$ cat src/rtl/seq_pkg.sv
// Shared definitions for the serial transmit/capture chain: FSM states and counter sizing.
package seq_pkg;

    typedef enum logic {
        IDLE  = 1'b0,
        SHIFT = 1'b1
    } state_e;

    // Counter width for a WIDTH-bit word; the counter holds bits remaining after the current one.
    function automatic int unsigned cnt_width(input int unsigned width);
        return (width < 2) ? 1 : $clog2(width);
    endfunction

endpackage

$ cat src/rtl/bit_counter.sv
// Loadable down-counter with decrement enable and a combinational zero flag.
module bit_counter #(
    parameter int unsigned W = 3
) (
    input  logic         clk,
    input  logic         rst_n,
    input  logic         load,
    input  logic [W-1:0] load_value,
    input  logic         dec,
    output logic [W-1:0] count,
    output logic         is_zero_c
);

    always_ff @(posedge clk or negedge rst_n) begin
        if (!rst_n) begin
            count <= '0;
        end else if (load) begin
            count <= load_value;
        end else if (dec) begin
            count <= count - W'(1);
        end
    end

    assign is_zero_c = (count == '0);

endmodule

$ cat src/rtl/piso_serializer.sv
// Parallel-in serial-out transmitter: valid/ready word intake, one bit out per enabled edge.
module piso_serializer
    import seq_pkg::*;
#(
    parameter int unsigned WIDTH     = 8,
    parameter bit          MSB_FIRST = 1'b1
) (
    input  logic             Clk,
    input  logic             reset,
    input  logic             enable,
    input  logic [WIDTH-1:0] in_data,
    input  logic             in_valid,
    output logic             in_ready,
    output logic             ser_out,
    output logic             ser_valid,
    output logic             frame_start,
    output logic             done
);

    localparam int unsigned CW = cnt_width(WIDTH);

    state_e           state_q, state_n;
    logic [WIDTH-1:0] shreg_q, shreg_n;
    logic             ser_valid_n, frame_start_n, done_n;
    logic             cnt_load, cnt_dec, cnt_zero, accept;
    logic [CW-1:0]    cnt;

    bit_counter #(.W(CW)) u_cnt (
        .clk        (Clk),
        .rst_n      (reset),
        .load       (cnt_load),
        .load_value (CW'(WIDTH - 1)),
        .dec        (cnt_dec),
        .count      (cnt),
        .is_zero_c  (cnt_zero)
    );

    // Ready in IDLE, or on the edge that retires the last bit so words run back-to-back.
    assign in_ready = (state_q == IDLE) || ((state_q == SHIFT) && cnt_zero && enable);
    assign accept   = in_valid && in_ready;

    // The output bit is taken straight from the shift register's output-end flop.
    assign ser_out  = MSB_FIRST ? shreg_q[WIDTH-1] : shreg_q[0];

    always_ff @(posedge Clk or negedge reset) begin
        if (!reset) begin
            state_q     <= IDLE;
            shreg_q     <= '0;
            ser_valid   <= 1'b0;
            frame_start <= 1'b0;
            done        <= 1'b0;
        end else begin
            state_q     <= state_n;
            shreg_q     <= shreg_n;
            ser_valid   <= ser_valid_n;
            frame_start <= frame_start_n;
            done        <= done_n;
        end
    end

    always_comb begin
        state_n       = state_q;
        shreg_n       = shreg_q;
        ser_valid_n   = ser_valid;
        frame_start_n = frame_start;
        done_n        = 1'b0;
        cnt_load      = 1'b0;
        cnt_dec       = 1'b0;

        case (state_q)
            IDLE: begin
                shreg_n       = '0;
                ser_valid_n   = 1'b0;
                frame_start_n = 1'b0;
            end
            SHIFT: begin
                if (enable) begin
                    if (!cnt_zero) begin
                        shreg_n       = MSB_FIRST ? {shreg_q[WIDTH-2:0], 1'b0}
                                                  : {1'b0, shreg_q[WIDTH-1:1]};
                        cnt_dec       = 1'b1;
                        frame_start_n = 1'b0;
                    end else begin
                        done_n        = 1'b1;
                        state_n       = IDLE;
                        shreg_n       = '0;
                        ser_valid_n   = 1'b0;
                        frame_start_n = 1'b0;
                    end
                end
            end
            default: state_n = IDLE;
        endcase

        // A load overrides the idle/retire defaults above.
        if (accept) begin
            state_n       = SHIFT;
            shreg_n       = in_data;
            cnt_load      = 1'b1;
            ser_valid_n   = 1'b1;
            frame_start_n = 1'b1;
        end
    end

endmodule

$ cat config.mk
export PLATFORM = sky130hd
export DESIGN_NAME = piso_serializer
export DESIGN_NICKNAME = d
export VERILOG_FILES = /design/src/rtl/seq_pkg.sv /design/src/rtl/bit_counter.sv /design/src/rtl/piso_serializer.sv
export SDC_FILE = /design/constraint.sdc
export NUM_CORES = 1
export LEC_CHECK = 0
export ABC_CLOCK_PERIOD_IN_PS = 2200
export CORE_UTILIZATION = 50
export DETAILED_ROUTE_END_ITERATION = 10
export GPL_TIMING_DRIVEN = 0
export PLACE_DENSITY_LB_ADDON = 0.25
export SLEW_MARGIN = 20
export SYNTH_ARGS = -nofsm -noshare
export SYNTH_HDL_FRONTEND = slang
export SYNTH_SLANG_ARGS = --single-unit
$ cat constraint.sdc
create_clock -name Clk -period 2.2 [get_ports Clk]
set_clock_uncertainty 0.1 [all_clocks]
set_input_delay 0.55 -clock Clk [delete_from_list [all_inputs] [get_ports Clk]]
set_output_delay 0.55 -clock Clk [all_outputs]
set_load 0.005 [all_outputs]
==> Word level (Yosys, flattened, before mapping) <==
Cells that the tools add are included.
{ "totals": {"inputBits": 12, "out_inout_bits": 5, "regBits": 15} }
{ "op_classes": {"n_mux": 23, "bitwise_logic": 1, "n_addsub": 1, "eq_ne": 2, "reduce_logical": 7} }
{ "ops": {"columns": ["cell", "n"], "rows": [
  ["two-way mux 8 bit", 3],
  ["case mux 8 bit (2 select lines)", 1],
  ["two-way mux 1 bit", 15],
  ["two-way mux 3 bit", 2],
  ["case mux 1 bit (2 select lines)", 2],
  ["logical AND 1 bit", 3],
  ["zero test 3 bit", 1],
  ["!= test 3 x 1 -> 1 bit (second input constant)", 1],
  ["!= test 3 x 2 -> 1 bit (second input constant)", 1],
  ["subtractor 3 x 1 -> 3 bit (second input constant)", 1],
  ["AND reduction 2 bit", 1],
  ["nonzero test 2 bit", 1],
  ["logical OR 1 bit", 1],
  ["inverter 1 bit", 1]
]} }

==> Logic depth before layout (Yosys ltp) <==
{ "logic_depth": {"word_depth": 7, "mapped_depth": 6, "ltp_nobuf": 5} }

==> By module <==
Synthesis repeated with hierarchy kept, for this count alone.
{ "unflattened": {"cells_unflattened": 58, "hier_area_um2": 698.2} }
{ "by_module_without_submodules": {"columns": ["mod", "area_per_inst_um2", "cells_per_inst", "n_inst"], "rows": [
  ["piso_serializer", 519.2, 39, 1],
  ["bit_counter", 178.9, 19, 1]
]} }

==> Worst setup path after synthesis <==
Ideal clock, no wire load.
{ "synth_timing": {"path_type": "register to register", "startpoint": "reg u_cnt.count[0]", "endpoint": "reg shreg_q[1]", "period_less_slack_ns": 1.500, "arrival_time_ns": 1.274, "setup_ns": 0.126, "setup_slack_ns": 0.700, "path_stages_with_launch": 7, "path_cell_list": "dfrtp_1 -> inv_1 -> ha_1 -> nand3b_2 -> a21oi_2 -> buf_4 -> a221o_1"} }
{ "synth_between": {"elab_chain_cells": 6, "word_cells_on_any_way": 10} }
{ "synth_rtl": {"columns": ["element", "line", "text"], "rows": [
  ["start: declaration", "bit_counter.sv:10", "output logic [W-1:0] count,"],
  ["start signal: assignment", "bit_counter.sv:18", "count <= load_value;"],
  ["start signal: assignment", "bit_counter.sv:20", "count <= count - W'(1);"],
  ["zero test 3 bit (*)", "bit_counter.sv:24", "assign is_zero_c = (count == '0);"],
  ["branches (longest 5 deep; another with two-way mux 8 bit)", null, null],
  ["end signal: assignment", "piso_serializer.sv:54", "shreg_q <= shreg_n;"],
  ["end: declaration", "piso_serializer.sv:23", "logic [WIDTH-1:0] shreg_q, shreg_n;"]
]} }
Mark *: on every way between the ends. The select of a mux whose other input is x is not followed.
A chain may end at the register's enable or synchronous reset.

==> Worst setup path after layout <==
{ "layout_timing": {"startpoint": "reg u_cnt.count[0]", "endpoint": "out in_ready"} }
{ "layout_between": {"elab_chain_cells": 4} }
{ "layout_rtl": {"columns": ["element", "line", "text"], "rows": [
  ["zero test 3 bit", "bit_counter.sv:24", null],
  ["logical AND 1 bit (2 in series)", "piso_serializer.sv:39", "assign in_ready = (state_q == IDLE) || ((state_q == SHIFT) && cnt_zero && enable);"],
  ["logical OR 1 bit", "piso_serializer.sv:39", null],
  ["end: declaration", "piso_serializer.sv:13", "output logic in_ready,"]
]} }
Every way passes these cells.

==> impl_metrics.json <==
{
  "status": "finished, final reports clean",
  "worst_slack_ns": 0.208,
  "clk_pin_slew_worst_paths_ns": 0.09,
  "cts_tree": "built",
  "die_w_um": 39.4,
  "cts-htree-levels": 1,
  "ios": 17,
  "diodes": 0,
  "wl_um": 1380,
  "crit_path_max_incr_delay_ns": 0.41,
  "hold_viol_final": 0,
  "postSynthAreaPerCell_um2": 12.0,
  "first_pass_iters": 4,
  "grt_pass1_wl_um": 2060,
  "die_y_um": 39.4,
  "avgViaCountPerCell": 5.93,
  "routabilityCongestion": 0.763,
  "track_usage": 0.198,
  "dp_slack_ns": -0.298,
  "finalCritPeriodShare": 0.906,
  "grt_overflow": 0,
  "clockRootBuffer": "clkbuf_4",
  "async_flop_share": 1.00,
  "worstPathRequired_ns": 1.55,
  "crit_type": "flip-flop to primary output",
  "ant_nets": 0,
  "antenna_found_initial": 0,
  "cp-end-kind": "primary output",
  "start_util": 0.537,
  "power.density_nw_per_um2": 1020,
  "dr.first_iter.drc_count": 21,
  "vdd_drop_max_mv": 0.639,
  "synth_enable_flop_cells": 0,
  "ys_warn_count": 0,
  "io_buffers": 16,
  "syn_nets": 72,
  "critPathLaunchType": "flip-flop",
  "cts.sinks": 15,
  "maxSlewViolCount": 0,
  "max-slew-margin-rel": 0.554,
  "cp_cell_sequence": "inv_2 > ha_4 > nand3b_4 > nand2_2 > dlygate4sd2_1",
  "hp-class": "flip-flop to flip-flop",
  "p_leak_uw": 0.000460,
  "post-route-min-period_ns": 1.99,
  "finalPower_uw": 960,
  "critPathSlowestCell": "dfrtp_1",
  "fmax_mhz": 502,
  "setup_viol": 0,
  "grt_max_degree": 16,
  "placed_cells": 89,
  "areaGrowthSynthToFinish_pct": 34.8,
  "core_um2": 1300,
  "cts_made_buffers": 3,
  "ys_seq_area_frac": 0.538,
  "syn_area_um2": 698,
  "nNetsFinal": 95,
  "drive_above_1_share": 0.213,
  "grt_pass1_vias": 465,
  "clk_latency_ns": 0.28,
  "layout.cells.non_filler": 95,
  "ys_types": 27,
  "max_cap_viol_count": 0,
  "avgRoutedWirePerCell_um": 14.5,
  "hpwl_um": 940,
  "clockBufferDepth": 2,
  "postSynthCellCount": 58,
  "tightest_slew_ns": 0.667,
  "rows": 13,
  "crit_arrival_ns": 1.34,
  "via_count": 563,
  "dieArea_um2": 1550,
  "synth-seq-cells": 15,
  "rsz0062_at_grt": "false",
  "worstPathMaxFanout": 4,
  "ys.flop_type": "dfrtp_1",
  "cts_hold_buffers": 0,
  "drcViolationCount": 0
}
-- through the flow --
step,TNS (ns),hold slack [ns],instance area [µm²],util
after global routing,0,0.410,941,0.723
final,0,0.393,941,0.723
after global placement,-0.303,0.364,877,0.674
after CTS,0,0.400,941,0.723
after floorplan,0,0.154,698,-
after detailed placement,-0.298,0.373,877,0.674
-- synthesized netlist by cell type, types with 2 or more instances --
| library cell | n | area [µm²] |
|---|---|---|
| dfrtp_1 | 15 | 375 |
| nand2_1 | 3 | 11.3 |
| inv_1 | 3 | 11.3 |
| and2_1 | 7 | 43.8 |
| ha_1 | 2 | 25.0 |
| a221o_1 | 7 | 70.1 |
-- final timing paths --
path                                startpoint           to  slack (ns)  cells past startpoint
worst min-delay path               frame_start  frame_start        0.39                      1
worst min register to register     frame_start  frame_start        0.39                      1
min in group asynchronous                reset   shreg_q[3]        0.57                      1
worst max-delay path            u_cnt.count[0]     in_ready        0.21                      5
max in group asynchronous                reset   shreg_q[1]        1.01                      1
worst max register to register  u_cnt.count[0]   shreg_q[5]        0.66                      6
-- power breakdown --
part	total [µW]	leakage (µW)	internal [µW]	switching, µW
sequential	421	0.000191	367	54.6
clock	157	0.0000177	67.3	89.9
combinational	381	0.000251	230	152
total	960	0.000460	664	296
-- area by class of cell --
| type | instances | area, µm² |
|---|---|---|
| Sequential cell | 15 | 375 |
| Fill cell | 107 | 360 |
| Multi-Input combinational cell | 38 | 317 |
| Timing Repair Buffer | 18 | 173 |
| Clock buffer | 3 | 22.5 |
| Buffer | 2 | 18.8 |
| Tap cell | 15 | 18.8 |
| Inverter | 3 | 11.3 |
| Clock inverter | 1 | 5.00 |
-- sequential cells by signal (all words and copies together), names as in the netlist --
name         cells
u_cnt.count      3
shreg_q          8
frame_start      1
state_q          1
ser_valid        1
done             1
-- kinds of logic (layout without fill, tap and decap cells) --
logic type | after synthesis | count (layout) | share of synthesized area
simple gates | 19 | 19 | 0.174
compound gates | 17 | 17 | 0.210
flops | 15 | 15 | 0.538
buf+inv | 5 | 27 | 0.0430
fa+ha+maj | 2 | 2 | 0.0358
-- placed cells by master, fill, tap and decap left out, types with 2 or more instances in the layout --
master / n
a221o_1: 7
and2_1: 7
buf_4: 3
clkbuf_4: 3
clkdlybuf4s50_1: 14
dfrtp_1: 15
dlygate4sd2_1: 2
inv_2: 2
nand2_1: 2
nand2_2: 2
-- worst max-delay path: cells and delay by family (launching register included) --
kind | cells | cell delay (ns)
flip-flops | 1 | 0.41
buffers and inverters | 2 | 0.31
AND/OR/NAND/NOR | 2 | 0.19
adder cells (fa/ha/maj) | 1 | 0.16
-- repair_timing --
item / in CTS / in global routing
resized for setup: 8 / 0
endpoints found under the setup margin: 1 / 0
setup buffers: 2 / 0
-- per-layer routing --
| metal | GRT usage | share of wire | vias to the layer above |
|---|---|---|---|
| met5 | 0 | 0 | - |
| met3 | 0.0511 | 0.062 | 0 |
| met2 | 0.333 | 0.49 | 24 |
| li1 | - | - | 259 |
| met1 | 0.273 | 0.45 | 280 |
| met4 | 0 | 0 | 0 |
Power figures use the tool's default switching activity.
